### src/rtl/pipe_ctrl_pkg.sv
// Shared types and constants for the pipeline hazard controller.
package pipe_ctrl_pkg;

    // Memory-freeze FSM: RUN is normal flow, MEM_WAIT holds the pipe for a slow access.
    typedef enum logic [0:0] {
        RUN      = 1'b0,
        MEM_WAIT = 1'b1
    } state_t;

    // Register $zero never creates a dependency.
    localparam logic [4:0] REG_ZERO = 5'd0;

    // Default number of extra cycles a data-memory access holds MEM.
    localparam int MEM_WAIT_CYCLES_DEF = 2;

    // Width of the freeze down-counter (covers 0..15).
    localparam int WAIT_CNT_W = 4;

endpackage

### src/rtl/sat_counter.sv
// Saturating event counter with a synchronous clear that beats increment.
module sat_counter #(
    parameter int CNT_W = 32
) (
    input  logic             clk,
    input  logic             rst,
    input  logic             inc,
    input  logic             clr,
    output logic [CNT_W-1:0] cnt
);

    logic [CNT_W-1:0] r_cnt;

    // Count events, stick at all-ones, clear takes priority over counting.
    always_ff @(posedge clk or posedge rst) begin
        if (rst) begin
            r_cnt <= '0;
        end else if (clr) begin
            r_cnt <= '0;
        end else if (inc && (r_cnt != '1)) begin
            r_cnt <= r_cnt + 1'b1;
        end
    end

    assign cnt = r_cnt;

endmodule

### src/rtl/pipeline_hazard_ctrl.sv
// Stall/flush controller for a 5-stage MIPS pipeline: load-use stalls,
// EX-stage redirects and multi-cycle data-memory freezes, plus perf counters.
module pipeline_hazard_ctrl
    import pipe_ctrl_pkg::*;
#(
    parameter int MEM_WAIT_CYCLES = MEM_WAIT_CYCLES_DEF,
    parameter int CNT_W           = 32
) (
    input  logic             clk,
    input  logic             reset,
    input  logic [4:0]       Rs_ID,
    input  logic [4:0]       Rt_ID,
    input  logic             UseRs_ID,
    input  logic             UseRt_ID,
    input  logic             MemRead_EX,
    input  logic [4:0]       Rt_EX,
    input  logic             Redirect_EX,
    input  logic             MemAccess_MEM,
    input  logic             perf_clear,
    output logic             Enable_PC,
    output logic             Enable_IF_ID,
    output logic             Enable_ID_EX,
    output logic             Enable_EX_MEM,
    output logic             Enable_MEM_WB,
    output logic             Flush_IF_ID,
    output logic             Flush_ID_EX,
    output logic             PCSrc_Redirect,
    output logic             mem_busy,
    output logic [CNT_W-1:0] stall_cycles,
    output logic [CNT_W-1:0] flush_events
);

    localparam bit                    HAS_WAIT  = (MEM_WAIT_CYCLES > 0);
    localparam logic [WAIT_CNT_W-1:0] WAIT_LOAD =
        WAIT_CNT_W'(HAS_WAIT ? (MEM_WAIT_CYCLES - 1) : 0);

    state_t                r_state;
    state_t                w_next_state;
    logic [WAIT_CNT_W-1:0] r_wait_cnt;
    logic [WAIT_CNT_W-1:0] w_next_wait_cnt;

    logic w_load_use;
    logic w_freeze;

    // A load in EX whose destination is read by the ID instruction.
    assign w_load_use = MemRead_EX && (Rt_EX != REG_ZERO) &&
                        ((UseRs_ID && (Rs_ID == Rt_EX)) ||
                         (UseRt_ID && (Rt_ID == Rt_EX)));

    // The release cycle (MEM_WAIT, count 0) is not frozen and ignores MemAccess_MEM.
    assign w_freeze = ((r_state == RUN) && MemAccess_MEM && HAS_WAIT) ||
                      ((r_state == MEM_WAIT) && (r_wait_cnt != '0));

    // State register and freeze down-counter.
    always_ff @(posedge clk or posedge reset) begin
        if (reset) begin
            r_state    <= RUN;
            r_wait_cnt <= '0;
        end else begin
            r_state    <= w_next_state;
            r_wait_cnt <= w_next_wait_cnt;
        end
    end

    // Next-state: enter MEM_WAIT on a new access, count down, then return to RUN.
    always_comb begin
        w_next_state    = r_state;
        w_next_wait_cnt = r_wait_cnt;
        case (r_state)
            RUN: begin
                if (MemAccess_MEM && HAS_WAIT) begin
                    w_next_state    = MEM_WAIT;
                    w_next_wait_cnt = WAIT_LOAD;
                end
            end
            MEM_WAIT: begin
                if (r_wait_cnt != '0) begin
                    w_next_wait_cnt = r_wait_cnt - 1'b1;
                end else begin
                    w_next_state = RUN;
                end
            end
            default: begin
                w_next_state    = RUN;
                w_next_wait_cnt = '0;
            end
        endcase
    end

    // Output decode by priority: freeze, redirect, load-use, normal flow.
    always_comb begin
        Enable_PC      = 1'b1;
        Enable_IF_ID   = 1'b1;
        Enable_ID_EX   = 1'b1;
        Enable_EX_MEM  = 1'b1;
        Enable_MEM_WB  = 1'b1;
        Flush_IF_ID    = 1'b0;
        Flush_ID_EX    = 1'b0;
        PCSrc_Redirect = 1'b0;
        if (!reset) begin
            if (w_freeze) begin
                // Whole pipe holds; a pending redirect or load-use waits for release.
                Enable_PC     = 1'b0;
                Enable_IF_ID  = 1'b0;
                Enable_ID_EX  = 1'b0;
                Enable_EX_MEM = 1'b0;
                Enable_MEM_WB = 1'b0;
            end else if (Redirect_EX) begin
                // Squash IF and ID; this also cancels any load-use on the ID instruction.
                Flush_IF_ID    = 1'b1;
                Flush_ID_EX    = 1'b1;
                PCSrc_Redirect = 1'b1;
            end else if (w_load_use) begin
                // Hold PC and IF_ID one cycle, inject a bubble into EX.
                Enable_PC    = 1'b0;
                Enable_IF_ID = 1'b0;
                Flush_ID_EX  = 1'b1;
            end
        end
    end

    assign mem_busy = (r_state == MEM_WAIT);

    sat_counter #(
        .CNT_W (CNT_W)
    ) u_stall_cnt (
        .clk (clk),
        .rst (reset),
        .inc (~Enable_PC),
        .clr (perf_clear),
        .cnt (stall_cycles)
    );

    sat_counter #(
        .CNT_W (CNT_W)
    ) u_flush_cnt (
        .clk (clk),
        .rst (reset),
        .inc (PCSrc_Redirect),
        .clr (perf_clear),
        .cnt (flush_events)
    );

endmodule

### config.mk
export PLATFORM = sky130hd
export DESIGN_NAME = pipeline_hazard_ctrl
export DESIGN_NICKNAME = d
export VERILOG_FILES = /design/src/rtl/pipe_ctrl_pkg.sv /design/src/rtl/sat_counter.sv /design/src/rtl/pipeline_hazard_ctrl.sv
export SDC_FILE = /design/constraint.sdc
export NUM_CORES = 1
export LEC_CHECK = 0
export BUFFER_PORTS_ARGS = -buffer_cell sky130_fd_sc_hd__buf_2
export CAP_MARGIN = 25
export CORE_MARGIN = 1
export CORE_UTILIZATION = 52
export CTS_CLUSTER_SIZE = 25
export DETAILED_ROUTE_END_ITERATION = 10
export PLACE_DENSITY = 0.78
export SLEW_MARGIN = 10
export SYNTH_ARGS = -nofsm -noshare
export SYNTH_HDL_FRONTEND = slang
export SYNTH_HIERARCHICAL = 1
export SYNTH_SLANG_ARGS = --single-unit
### constraint.sdc
create_clock -name clk -period 4.7 [get_ports clk]
set_input_delay 0 -clock clk [delete_from_list [all_inputs] [get_ports clk]]
set_output_delay 0 -clock clk [all_outputs]
set_load 0.05 [all_outputs]
==> impl_metrics.toml <==
[outcome]
outcome = "completed"

[drt]
via_per_inst = 6.13
drtIter0Drc = 229
routedWlPerCell_microns = 15.4
drt_wl_total_microns = 9610
dr.pass1.iters = 4
remaining_drc_errors = 0
drtAntennaViolNets = 0
num_vias = 3837

[global_route]
grt.overflow.total = 0
grt_pass1_wl_microns = 15300
met2_usage = 0.412
grtUsageMet3 = 0.0619
antenna_found_initial = 0
use_met1 = 0.324
grt_pass1_vias = 3278
track_usage = 0.251
grt-busiest-layer = "met2"
grt_max_degree = 65

[clocking]
cts_max_path_buffers = 2
h-tree-depth = 3
cts_root_buf = "clkbuf_8"
cts_buffers = 9
clk_latency_ps = 340
cts_tree = "done"
path_clk_slew_ps = 70
cts.sinks = 69
ctsResizeCount = 0

[final_layout]
fill_cells = 651
final_cell_mix = "buf_2 (95), dfrtp_1 (69), a21oi_1 (55), o31ai_1 (30), or4_1 (29)"
multi_input_area_sq_um = 2030
diodes = 0
seq_area_sq_um = 1730
fin_nets = 548
drive_gt1_frac = 0.245
final_area_sq_um = 4720
syn_to_final_growth_pct = 20.1
mostFrequentLayoutCell = "buf_2"

[sta]
period_share = 0.714
setup_tns_ps = 0
rsz0062_at_grt = "no"
setup_viol_count_final = 0
finalHoldViolations = 0
max_slew.worst_pin.slew_ps = 832
fmax_ghz = 0.298
finalCriticalPeriod_ps = 3350
finClkSkew_ps = 8.18
slew_headroom = 0.441
slew_violations = 0

[synth]
synthArstFlopShare = 1.00
synth_seq_area_share = 0.439
synth_edf_count = 0
synth_nets = 450
synth-main-ff-cell = "dfrtp_1"
synth_cell_types = 44
synth_cells = 424
ys_ff_latch = 69
synth_top_area_share = 0.439
yosysTopAreaCell = "dfrtp_1"
synth_area_sq_um = 3930
yosys_warnings = 6
synth_area_leaders = "dfrtp_1 (44%), a21oi_1 (7.0%), o31ai_1 (5.7%)"
syn_avg_cell_area_sq_um = 9.27

[floorplan]
die_h_microns = 89.0
start_util = 0.539
die_area_sq_um = 7910
io_pins = 96
core_sq_um = 7290
dieWidth_microns = 89.0
rows = 31

[setup_path]
ff2ff_path_depth = 13
timing_worst_setup_path_type = "register to register"
crit_fanout = 15
required_ps = 4960
setup.worst_path.end_class = "register"
crit_path_start_kind = "register"
arrival_ps = 3610

[power_and_ir_drop]
p_leak_nw = 2.08
fin_total_pwr_mw = 1.50
p_per_area_nw_per_um2 = 318
max-vdd-ir-drop_mv = 0.219

[placed_design]
port-buffer-count = 95
placed_area_sq_um = 4480
place.gp.congestion = 0.784
hpwl_microns = 6650

[worst_hold_path]
whs_path_depth = 4
min_path_type = "input pin to register"

[job]
drv_cap = 0
area by class of cell:
class / instances / area share
Multi-Input combinational cell: 317 / 0.430
Sequential cell: 69 / 0.366
Timing Repair Buffer: 103 / 0.113
Clock buffer: 12 / 0.0329
Tap cell: 99 / 0.0262
Inverter: 22 / 0.0175
Clock inverter: 4 / 0.0148
through the flow:
step | worst slack (ps) | hold WS, ps | cells | util
2_1_floorplan | 1400 | -205 | 424 | -
3_3_place_gp | 1640 | -25.9 | 607 | 0.614
3_5_place_dp | 1460 | -20.8 | 607 | 0.614
4_1_cts | 1370 | 10.6 | 624 | 0.646
5_1_grt | 1090 | 38.8 | 626 | 0.648
6_report | 1350 | 24.4 | 626 | 0.648
final timing paths:
kind	from	end	slack, ps
max	r_wait_cnt[0]	u_stall_cnt/cnt[29]	1350
min	MemAccess_MEM	r_wait_cnt[2]	20
max reg2reg	r_wait_cnt[0]	u_stall_cnt/cnt[29]	1350
min reg2reg	u_stall_cnt/cnt[31]	u_stall_cnt/cnt[31]	570
max in group asynchronous	reset	u_stall_cnt/cnt[29]	4060
min in group asynchronous	reset	mem_busy	170
critical path: stages, from the launching register on:
cell and delay [ps]:
dfrtp_1 340, inv_1 70, ha_1 230, nor3b_1 150, mux2_2 290, inv_1 120
nand2_1 130, o41ai_1 180, nand4_1 380, nor3_1 370, o311ai_1 150, buf_4 210
or4_1 510, a21oi_1 160
where the power goes:
part	internal, mW	leakage (nW)	switching [mW]
Combinational	0.0881	1.01	0.225
Sequential	0.619	0.953	0.0246
Clock	0.326	0.116	0.220
Total	1.03	2.08	0.469
cells in the mapped netlist (3+ instances only):
master,instances
a21oi_1,55
and3_1,6
and4_1,8
buf_4,4
clkbuf_1,8
dfrtp_1,69
ha_1,3
inv_1,22
nand2_1,25
nand3_1,21
nand4_1,12
nor2_1,13
nor3_1,3
nor4_1,7
o21ai_0,28
o31ai_1,30
o41ai_1,4
or3_1,24
or4_1,29
xnor2_1,6
xor2_1,10
logic make-up (layout without fill, tap and decap cells):
| kind of cell | after synthesis | count (layout) | synth area share |
|---|---|---|---|
| fa+ha+maj | 3 | 3 | 0.00955 |
| mux | 3 | 3 | 0.00795 |
| simple gates | 161 | 161 | 0.249 |
| xor+xnor | 16 | 16 | 0.0356 |
| flops | 69 | 69 | 0.439 |
| compound gates | 134 | 134 | 0.214 |
| buf+inv | 38 | 141 | 0.0445 |
timing repair:
item,in CTS,in global routing
buffers inserted,0,0
endpoints found under the hold margin,69,0
hold buffers,1,0
layer usage:
metal,vias to the layer above,part of all wire
li1,1843,-
met5,-,0
met1,1863,0.45
met3,15,0.054
met2,116,0.48
met4,0,0.016
sequential cells by signal (all words and copies together), names as in the netlist:
register,flops
u_stall_cnt/cnt,32
u_flush_cnt/cnt,32
mem_busy,1
r_wait_cnt,4
No activity file was read; power rests on OpenSTA's default activity.
